==> config.mk <==
export PLATFORM = sky130hd
export DESIGN_NAME = title_sprite_sequencer
export DESIGN_NICKNAME = d
export VERILOG_FILES = /design/src/rtl/title_sprite_sequencer.sv
export SDC_FILE = /design/constraint.sdc
export NUM_CORES = 1
export LEC_CHECK = 0
export ABC_AREA = 0
export CAP_MARGIN = 10
export CORE_MARGIN = 3
export CORE_UTILIZATION = 60
export DETAILED_ROUTE_END_ITERATION = 10
export MAX_ROUTING_LAYER = met4
export PLACE_DENSITY = 0.91
export SETUP_SLACK_MARGIN = 0.1
export SYNTH_ARGS = -nofsm -noshare
export SYNTH_HDL_FRONTEND = slang
export SYNTH_SLANG_ARGS = --single-unit
==> constraint.sdc <==
create_clock -name Clk -period 9.7 [get_ports Clk]
set_clock_uncertainty 0.15 [all_clocks]
set_input_delay 1.94 -clock Clk [delete_from_list [all_inputs] [get_ports Clk]]
set_output_delay 1.94 -clock Clk [all_outputs]
set_load 0.05 [all_outputs]
==> src/rtl/title_sprite_sequencer.sv <==
// Title-screen sprite sequencer: a registered 2-stage raster-to-sheet address pipeline and a
// per-frame FSM for slide-in, Press Start blink, exit flash and done. Optional slide-in: TITLE_SLIDE_EN.
module title_sprite_sequencer #(
    parameter int SHEET_W      = 435,
    parameter int ADDR_W       = 17,
    parameter int BLINK_FRAMES = 30,
    parameter int EXIT_FRAMES  = 60,
    parameter int SLIDE_START  = 160,
    parameter int SLIDE_STEP   = 4
) (
    input  logic              Clk,
    input  logic              Reset_n,
    input  logic [9:0]        DrawX,
    input  logic [9:0]        DrawY,
    input  logic              frame_tick,
    input  logic              start_key,
    output logic [ADDR_W-1:0] title_address,
    output logic              is_title,
    output logic [2:0]        region_id,
    output logic              title_done
);

    localparam int CNT_MAX = (BLINK_FRAMES > EXIT_FRAMES) ? BLINK_FRAMES : EXIT_FRAMES;
    localparam int CNT_W   = $clog2(CNT_MAX + 1);
    localparam int SLIDE_W = $clog2(SLIDE_START + 1);

    localparam logic [CNT_W-1:0] BLINK_LAST = CNT_W'(BLINK_FRAMES - 1);
    localparam logic [CNT_W-1:0] EXIT_LAST  = CNT_W'(EXIT_FRAMES - 1);
    localparam logic [CNT_W-1:0] CNT_ONE    = CNT_W'(1);

`ifdef TITLE_SLIDE_EN
    typedef enum logic [1:0] {INTRO = 2'd0, SHOW = 2'd1, EXIT = 2'd2, DONE = 2'd3} state_t;
    localparam state_t RESET_STATE = INTRO;
    localparam logic [SLIDE_W-1:0] STEP = SLIDE_W'(SLIDE_STEP);
`else
    typedef enum logic [1:0] {SHOW = 2'd1, EXIT = 2'd2, DONE = 2'd3} state_t;
    localparam state_t RESET_STATE = SHOW;
`endif

    state_t             state, state_n;
    logic [CNT_W-1:0]   cnt, cnt_n;
    logic               phase, phase_n;   // 1 = Press Start visible
    logic               done_n;
    logic [SLIDE_W-1:0] slide_off;
    logic               press_vis;

    // ---------------- frame sequencer ----------------
`ifdef TITLE_SLIDE_EN
    logic [SLIDE_W-1:0] slide_n;
    always_ff @(posedge Clk) begin
        if (!Reset_n) slide_off <= SLIDE_W'(SLIDE_START);
        else          slide_off <= slide_n;
    end
    assign press_vis = phase && (state != INTRO);
`else
    assign slide_off = '0;
    assign press_vis = phase;
`endif

    always_ff @(posedge Clk) begin
        if (!Reset_n) begin
            state      <= RESET_STATE;
            cnt        <= '0;
            phase      <= 1'b1;
            title_done <= 1'b0;
        end else begin
            state      <= state_n;
            cnt        <= cnt_n;
            phase      <= phase_n;
            title_done <= done_n;
        end
    end

    always_comb begin
        state_n = state;
        cnt_n   = cnt;
        phase_n = phase;
        done_n  = 1'b0;
`ifdef TITLE_SLIDE_EN
        slide_n = slide_off;
`endif
        if (frame_tick) begin
            case (state)
`ifdef TITLE_SLIDE_EN
                INTRO: begin
                    if (slide_off <= STEP) begin
                        slide_n = '0;
                        state_n = SHOW;
                    end else begin
                        slide_n = slide_off - STEP;
                    end
                end
`endif
                SHOW: begin
                    // a start press wins over a blink wrap on the same tick
                    if (start_key) begin
                        state_n = EXIT;
                        cnt_n   = '0;
                        phase_n = 1'b1;
                    end else if (cnt == BLINK_LAST) begin
                        cnt_n   = '0;
                        phase_n = ~phase;
                    end else begin
                        cnt_n = cnt + CNT_ONE;
                    end
                end
                EXIT: begin
                    if (cnt == EXIT_LAST) begin
                        done_n  = 1'b1;
                        state_n = DONE;
                        cnt_n   = '0;
                        phase_n = 1'b1;
                    end else begin
                        cnt_n = cnt + CNT_ONE;
                        if (cnt[1:0] == 2'd3) phase_n = ~phase;
                    end
                end
                default: ;
            endcase
        end
    end

    // ---------------- stage 1: region decode ----------------
    function automatic logic in_rect(input logic [9:0] x, input logic [9:0] y,
                                     input logic [9:0] x0, input logic [9:0] x1,
                                     input logic [9:0] y0, input logic [9:0] y1);
        return (x >= x0) && (x < x1) && (y >= y0) && (y < y1);
    endfunction

    logic [9:0] ty0, ty1;
    logic       hit;
    logic [2:0] id;
    logic [9:0] lx, ly;

    assign ty0 = 10'd150 + 10'(slide_off);
    assign ty1 = 10'd306 + 10'(slide_off);

    always_comb begin
        hit = 1'b0;
        id  = 3'd0;
        lx  = '0;
        ly  = '0;
        if (in_rect(DrawX, DrawY, 10'd186, 10'd456, ty0, ty1)) begin
            hit = 1'b1; id = 3'd1; lx = DrawX - 10'd186; ly = DrawY - ty0;
        end else if (in_rect(DrawX, DrawY, 10'd273, 10'd366, 10'd440, 10'd466)) begin
            hit = 1'b1; id = 3'd2; lx = DrawX - 10'd273; ly = DrawY - 10'd440;
        end else if (in_rect(DrawX, DrawY, 10'd271, 10'd369, 10'd316, 10'd336)) begin
            // hidden Press Start masks the pixel; nothing below shows through
            if (press_vis) begin
                hit = 1'b1; id = 3'd3; lx = DrawX - 10'd271; ly = DrawY - 10'd316;
            end
        end else if (in_rect(DrawX, DrawY, 10'd85, 10'd180, 10'd5, 10'd73)) begin
            hit = 1'b1; id = 3'd4; lx = DrawX - 10'd85; ly = DrawY - 10'd5;
        end else if (in_rect(DrawX, DrawY, 10'd476, 10'd544, 10'd19, 10'd73)) begin
            hit = 1'b1; id = 3'd5; lx = DrawX - 10'd476; ly = DrawY - 10'd19;
        end
    end

    logic       s1_hit;
    logic [2:0] s1_id;
    logic [9:0] s1_lx, s1_ly;

    always_ff @(posedge Clk) begin
        if (!Reset_n) begin
            s1_hit <= 1'b0;
            s1_id  <= 3'd0;
            s1_lx  <= '0;
            s1_ly  <= '0;
        end else begin
            s1_hit <= hit;
            s1_id  <= id;
            s1_lx  <= lx;
            s1_ly  <= ly;
        end
    end

    // ---------------- stage 2: sheet address ----------------
    logic [9:0]  sx, sy;
    logic [31:0] addr_full;

    always_comb begin
        sx = '0;
        sy = '0;
        case (s1_id)
            3'd2:    begin sx = 10'd269; sy = 10'd0;  end
            3'd3:    begin sx = 10'd269; sy = 10'd26; end
            3'd4:    begin sx = 10'd269; sy = 10'd46; end
            3'd5:    begin sx = 10'd368; sy = 10'd0;  end
            default: begin sx = 10'd0;   sy = 10'd0;  end
        endcase
        addr_full = 32'(sx) + 32'(s1_lx) + (32'(sy) + 32'(s1_ly)) * 32'(SHEET_W);
    end

    always_ff @(posedge Clk) begin
        if (!Reset_n) begin
            title_address <= '0;
            is_title      <= 1'b0;
            region_id     <= 3'd0;
        end else begin
            title_address <= s1_hit ? addr_full[ADDR_W-1:0] : '0;
            is_title      <= s1_hit;
            region_id     <= s1_hit ? s1_id : 3'd0;
        end
    end

endmodule

-- Yosys cells after proc, flatten, opt, wreduce, memory -nomap -nowiden
Index checks and enable logic that the tools add are counted.
- bits in registers: 55
- input port bits: 24
- $add $sub $neg: 14
- multipliers: 1
- magnitude comparators: 19
- equality and inequality tests: 13
- muxes and demuxes: 39
- bitwise gates (word level): 2
- reductions and logical operators: 24
- operators by type and width (operator ; count):
    2-to-1 mux 10 bit ; 12
    less-than comparator 10 x 9 -> 1 bit, second input constant ; 6
    greater-or-equal comparator 10 x 9 -> 1 bit, second input constant ; 5
    subtractor 10 x 9 -> 10 bit, second input constant ; 5
    one-hot mux 6 bit (2 select lines) ; 2
    adder 10 x 10 -> 11 bit ; 2
    greater-or-equal comparator 10 x 8 -> 1 bit, second input constant ; 2
    subtractor 10 x 8 -> 10 bit, second input constant ; 2
    2-to-1 mux 6 bit ; 3
    one-hot mux 9 bit (2 select lines) ; 1
    adder 11 x 17 -> 17 bit ; 1
    multiplier 11 x 9 -> 17 bit, second input constant ; 1
    logical AND 1 bit ; 15
    2-to-1 mux 1 bit ; 12
    greater-or-equal comparator 10 x 3 -> 1 bit, second input constant ; 1
    greater-or-equal comparator 10 x 5 -> 1 bit, second input constant ; 1
    greater-or-equal comparator 10 x 7 -> 1 bit, second input constant ; 1
    less-than comparator 10 bit, second input constant ; 1
    less-than comparator 10 x 7 -> 1 bit, second input constant ; 1
    less-than comparator 10 x 8 -> 1 bit, second input constant ; 1
    subtractor 10 x 3 -> 10 bit, second input constant ; 1
    subtractor 10 x 5 -> 10 bit, second input constant ; 1
    subtractor 10 x 7 -> 10 bit, second input constant ; 1
    2-to-1 mux 3 bit ; 3
    19 further kinds ; 31

-- Logic depth before layout (Yosys ltp)
- depth after elaboration: 9
- mapped depth: 28
- mapped depth without buffers: 28

-- Worst setup path after synthesis
No wires, ideal clock.
- path kind: register -> register
- start point: register s1_id[1]
- end point: register title_address[16]
- library setup time: 128 ps
- arrival: 6116 ps
- path slack: 3307 ps
- cell stages (with the launch flop): 27
- period minus slack after synthesis: 6393 ps
- path through: dfxtp_1 -> nor2b_1 -> and2_1 -> or2_2 -> ha_1 -> maj3_1 -> a21oi_1 -> o21bai_1 -> maj3_1 -> xor2_1 -> ha_1 -> inv_1 -> fa_1 -> inv_1 -> fa_1 -> fa_1 -> inv_1 -> fa_1 -> inv_1 -> ha_1 -> and2_1 -> o21a_1 -> a31oi_1 -> a21oi_1 -> a31oi_1 -> xnor2_1 -> nor2_1
- cells in the longest elaborated chain, start to end: 5
- elaborated cells between the ends (all ways): 11
- RTL lines (element ; RTL line ; RTL):
    start: declaration ; 160 ; logic [2:0] s1_id;
    start signal: assignment ; 171 ; s1_id <= id;
    == test 3 bit or == test 3 x 2 -> 1 bit (tied branches) ; 184 ; case (s1_id)
    one-hot mux 6 bit (2 select lines) or OR reduction 3 bit (tied branches) ; - ;
    adder 10 x 10 -> 11 bit or one-hot mux 9 bit (2 select lines) (tied branches) ; 191, 184 ;
    multiplier 11 x 9 -> 17 bit or adder 10 x 10 -> 11 bit (tied branches) ; 191 ; addr_full = 32'(sx) + 32'(s1_lx) + (32'(sy) + 32'(s1_ly)) * 32'(SHEET_W);
    adder 11 x 17 -> 17 bit (*) ; 191 ;
    end signal: assignment ; 200 ; title_address <= s1_hit ? addr_full[ADDR_W-1:0] : '0;
    end: declaration ; 17 ; output logic [ADDR_W-1:0] title_address,
Mark *: on every way between the ends. The rest lies on a longest branch, timed or not.
A chain may end at the register's enable or synchronous reset.

-- Worst setup path after layout
Ends and elaborated chain as after synthesis.

==> flow_summary.json <==
{
  "fp.dieArea_mm2": 0.0119,
  "post-route-drc-count": 0,
  "grt_pass1_vias": 5698,
  "async_flop_share_pct": 0,
  "drtPass1Iterations": 5,
  "fin_crit_ps": 6980,
  "crit_slowest_cell": "fa_1",
  "syn_inst": 756,
  "endpoint_kind": "flip-flop",
  "synth-edff-count": 0,
  "clk_latency_ps": 330,
  "wl_met3_um": 848,
  "drt-met1-wl_um": 6570,
  "gp_congestion": 0.966,
  "ff_latch_area_mm2": 0.00110,
  "cp_slowest_stage_delay_ps": 540,
  "rsz0062_at_grt": "false",
  "crit_type": "reg -> reg",
  "nets": 934,
  "ff2ff_setup_slack_ps": 2720,
  "via_per_inst": 6.06,
  "grt.total_usage_pct": 29.3,
  "fmax_mhz": 143,
  "instances_no_fill": 914,
  "clk_path_buf_depth": 2,
  "synthFlopType": "dfxtp_1",
  "antenna_found_initial": 0,
  "postCtsSetupBuffers": 0,
  "synth_area_mm2": 0.00639,
  "grt-ovfl-total": 0,
  "synth_cell_types": 73,
  "io_buffer_count": 45,
  "drv_slew": 0,
  "num_antenna_cells": 0,
  "num_io_pins": 46,
  "fill_cells": 820,
  "cp.arrival_ps": 7030,
  "drive_gt1_share_pct": 4.63,
  "drtIter0Drc": 386,
  "die_x_um": 109,
  "ant_nets": 0,
  "avgSynthCellArea_um2": 8.45,
  "setup_tns_ps": 0,
  "core.rowCount": 37,
  "wl_met2_um": 8200,
  "post-route-period-util_pct": 72.0,
  "synth.ff_latch_count": 55,
  "power_density_mw_per_mm2": 90.2,
  "worst_pin_slew_ps": 1230,
  "placed_cells": 906,
  "power.total_mw": 0.629,
  "yosys_warnings": 0,
  "hold_buffers": 0,
  "wirelength_um": 16100,
  "path_max_fanout": 5,
  "ir_worst_vdd_mv": 0.0652,
  "p_leak_nw": 3.30,
  "max_slew_margin_pct": 17.4,
  "drv_cap": 0,
  "status": "finished clean",
  "dp_hpwl_um": 12700,
  "crit_required_ps": 9750,
  "tritoncts": "yes",
  "syn-num-nets": 913,
  "seq_area_frac_synth_pct": 17.2,
  "initial_utilization_pct": 61.9,
  "cts_root_buf": "clkbuf_8",
  "dr_total_vias": 5540,
  "grt_pass1_wl_um": 26800,
  "timing.final.hold_violations": 0,
  "cp-start-kind": "flip-flop",
  "hp-class": "reg -> reg",
  "cts_buffers": 5,
  "top_layer_used": "met4",
  "grt_max_degree": 29,
  "cts_resized": 0,
  "routedWlPerCell_um": 17.6,
  "core_area_mm2": 0.0103,
  "syn_to_final_growth_pct": 9.07,
  "finalSetupViolations": 0,
  "clkTransAtPathRegs_ps": 110,
  "multi_input_area_mm2": 0.00466,
  "cts.sinks": 55,
  "h-tree-depth": 2,
  "die_h_um": 109
}
-- cell usage in the layout (no fill, tap or decap), types with 4 or more instances in the layout --
cell type,instances
xnor2_1,26
o2111ai_1,4
or3_1,8
ha_1,89
nand3_1,11
a21o_1,8
o21bai_1,4
nor3_1,17
dfxtp_1,55
or2_2,5
clkbuf_8,5
and3_1,17
clkdlybuf4s50_1,45
a221oi_1,6
a21oi_1,36
a211oi_2,4
fa_1,44
a31oi_1,12
nor2b_1,8
a211oi_1,11
o21a_1,11
inv_1,117
nor2_1,42
nand2_1,60
o221ai_1,6
xor2_1,19
o211ai_1,7
o22ai_1,4
o21ai_0,15
nand2b_1,5
-- critical path: cells and delay by family (launching register included) --
family	cells	cell delay, ps
buffers and inverters	4	230
adders and majority gates	9	3710
and+or+nand+nor	6	1020
AOI/OAI and AO/OA	6	1130
xor gates and xnor gates	2	250
DFF	1	350
-- kinds of logic (layout without fill, tap and decap cells) --
kind of cell / count (synthesis) / after routing / synth area share [%]
muxes: 2 / 2 / 0.313
and+or+nand+nor: 193 / 193 / 14.9
AOI/OAI and AO/OA: 173 / 173 / 19.9
xor gates and xnor gates: 45 / 45 / 6.17
buffers and inverters: 152 / 174 / 9.81
DFF: 55 / 55 / 17.2
adders and majority gates: 136 / 136 / 31.7
-- path summary, 6_finish.rpt --
| check | start | endpoint | depth (start not counted) |
|---|---|---|---|
| worst max-delay path | s1_id[1]$_SDFF_PP0_ | title_address[16]$_SDFF_PN0_ | 27 |
| worst max register to register | s1_id[1]$_SDFF_PP0_ | title_address[16]$_SDFF_PN0_ | 27 |
| worst min register to register | state[1]$_SDFFE_PN0P_ | state[1]$_SDFFE_PN0P_ | 1 |
| worst min-delay path | state[1]$_SDFFE_PN0P_ | state[1]$_SDFFE_PN0P_ | 1 |
-- sequential cells by signal (all words and copies together), names as in the netlist --
register / count
s1_ly: 10
s1_id: 3
phase: 1
is_title: 1
s1_lx: 10
state: 2
title_address: 17
s1_hit: 1
cnt: 6
region_id: 3
title_done: 1
-- report_power, final --
| part | total [mW] | internal (mW) | switching (mW) | leakage [nW] |
|---|---|---|---|---|
| registers | 0.240 | 0.234 | 0.00671 | 0.446 |
| clock network | 0.163 | 0.0795 | 0.0834 | 0.0611 |
| logic | 0.225 | 0.0888 | 0.137 | 2.79 |
-- final cells by class --
class / instances / area share, %
Inverter: 119 / 6.41
Tap cell: 136 / 2.44
Clock inverter: 3 / 0.790
Timing Repair Buffer: 47 / 6.68
Clock buffer: 5 / 0.988
Sequential cell: 55 / 15.8
Multi-Input combinational cell: 549 / 66.9
-- per-stage QoR --
step	instance area, um2	utilization [%]	setup slack (ps)	hold slack, ps
finish	6970	67.5	2720	368
global route	6970	67.5	2290	404
CTS	6970	67.5	2730	371
detailed placement	6840	66.3	2800	345
global placement	6840	66.3	3090	328
floorplan	6390	-	3310	316
-- layer usage --
layer  GRT usage (%)  vias to the layer above
met5               -                        -
met4            12.1                        0
met3            3.02                       46
met2            51.2                      208
met1            34.3                     2642
li1                -                     2644
-- synth_stat cells (all sizes together), types with 8 or more instances --
cell	number	area share, %
nand3	11	0.86
a21oi	37	3.0
nor2b	8	0.78
clkbuf	10	0.59
dfxtp	55	17
fa	44	14
o21a	11	1.3
nor3	18	1.5
a211oi	15	2.1
inv	117	6.9
ha	89	17
a31oi	12	1.2
a21o	8	0.94
xor2	19	2.6
o21ai	18	1.4
nor2	42	2.5
and3	18	1.8
buf	23	2.2
xnor2	26	3.6
or3	8	0.78
nand2	61	3.7
Note: power is estimated with default switching activity, not from simulation.
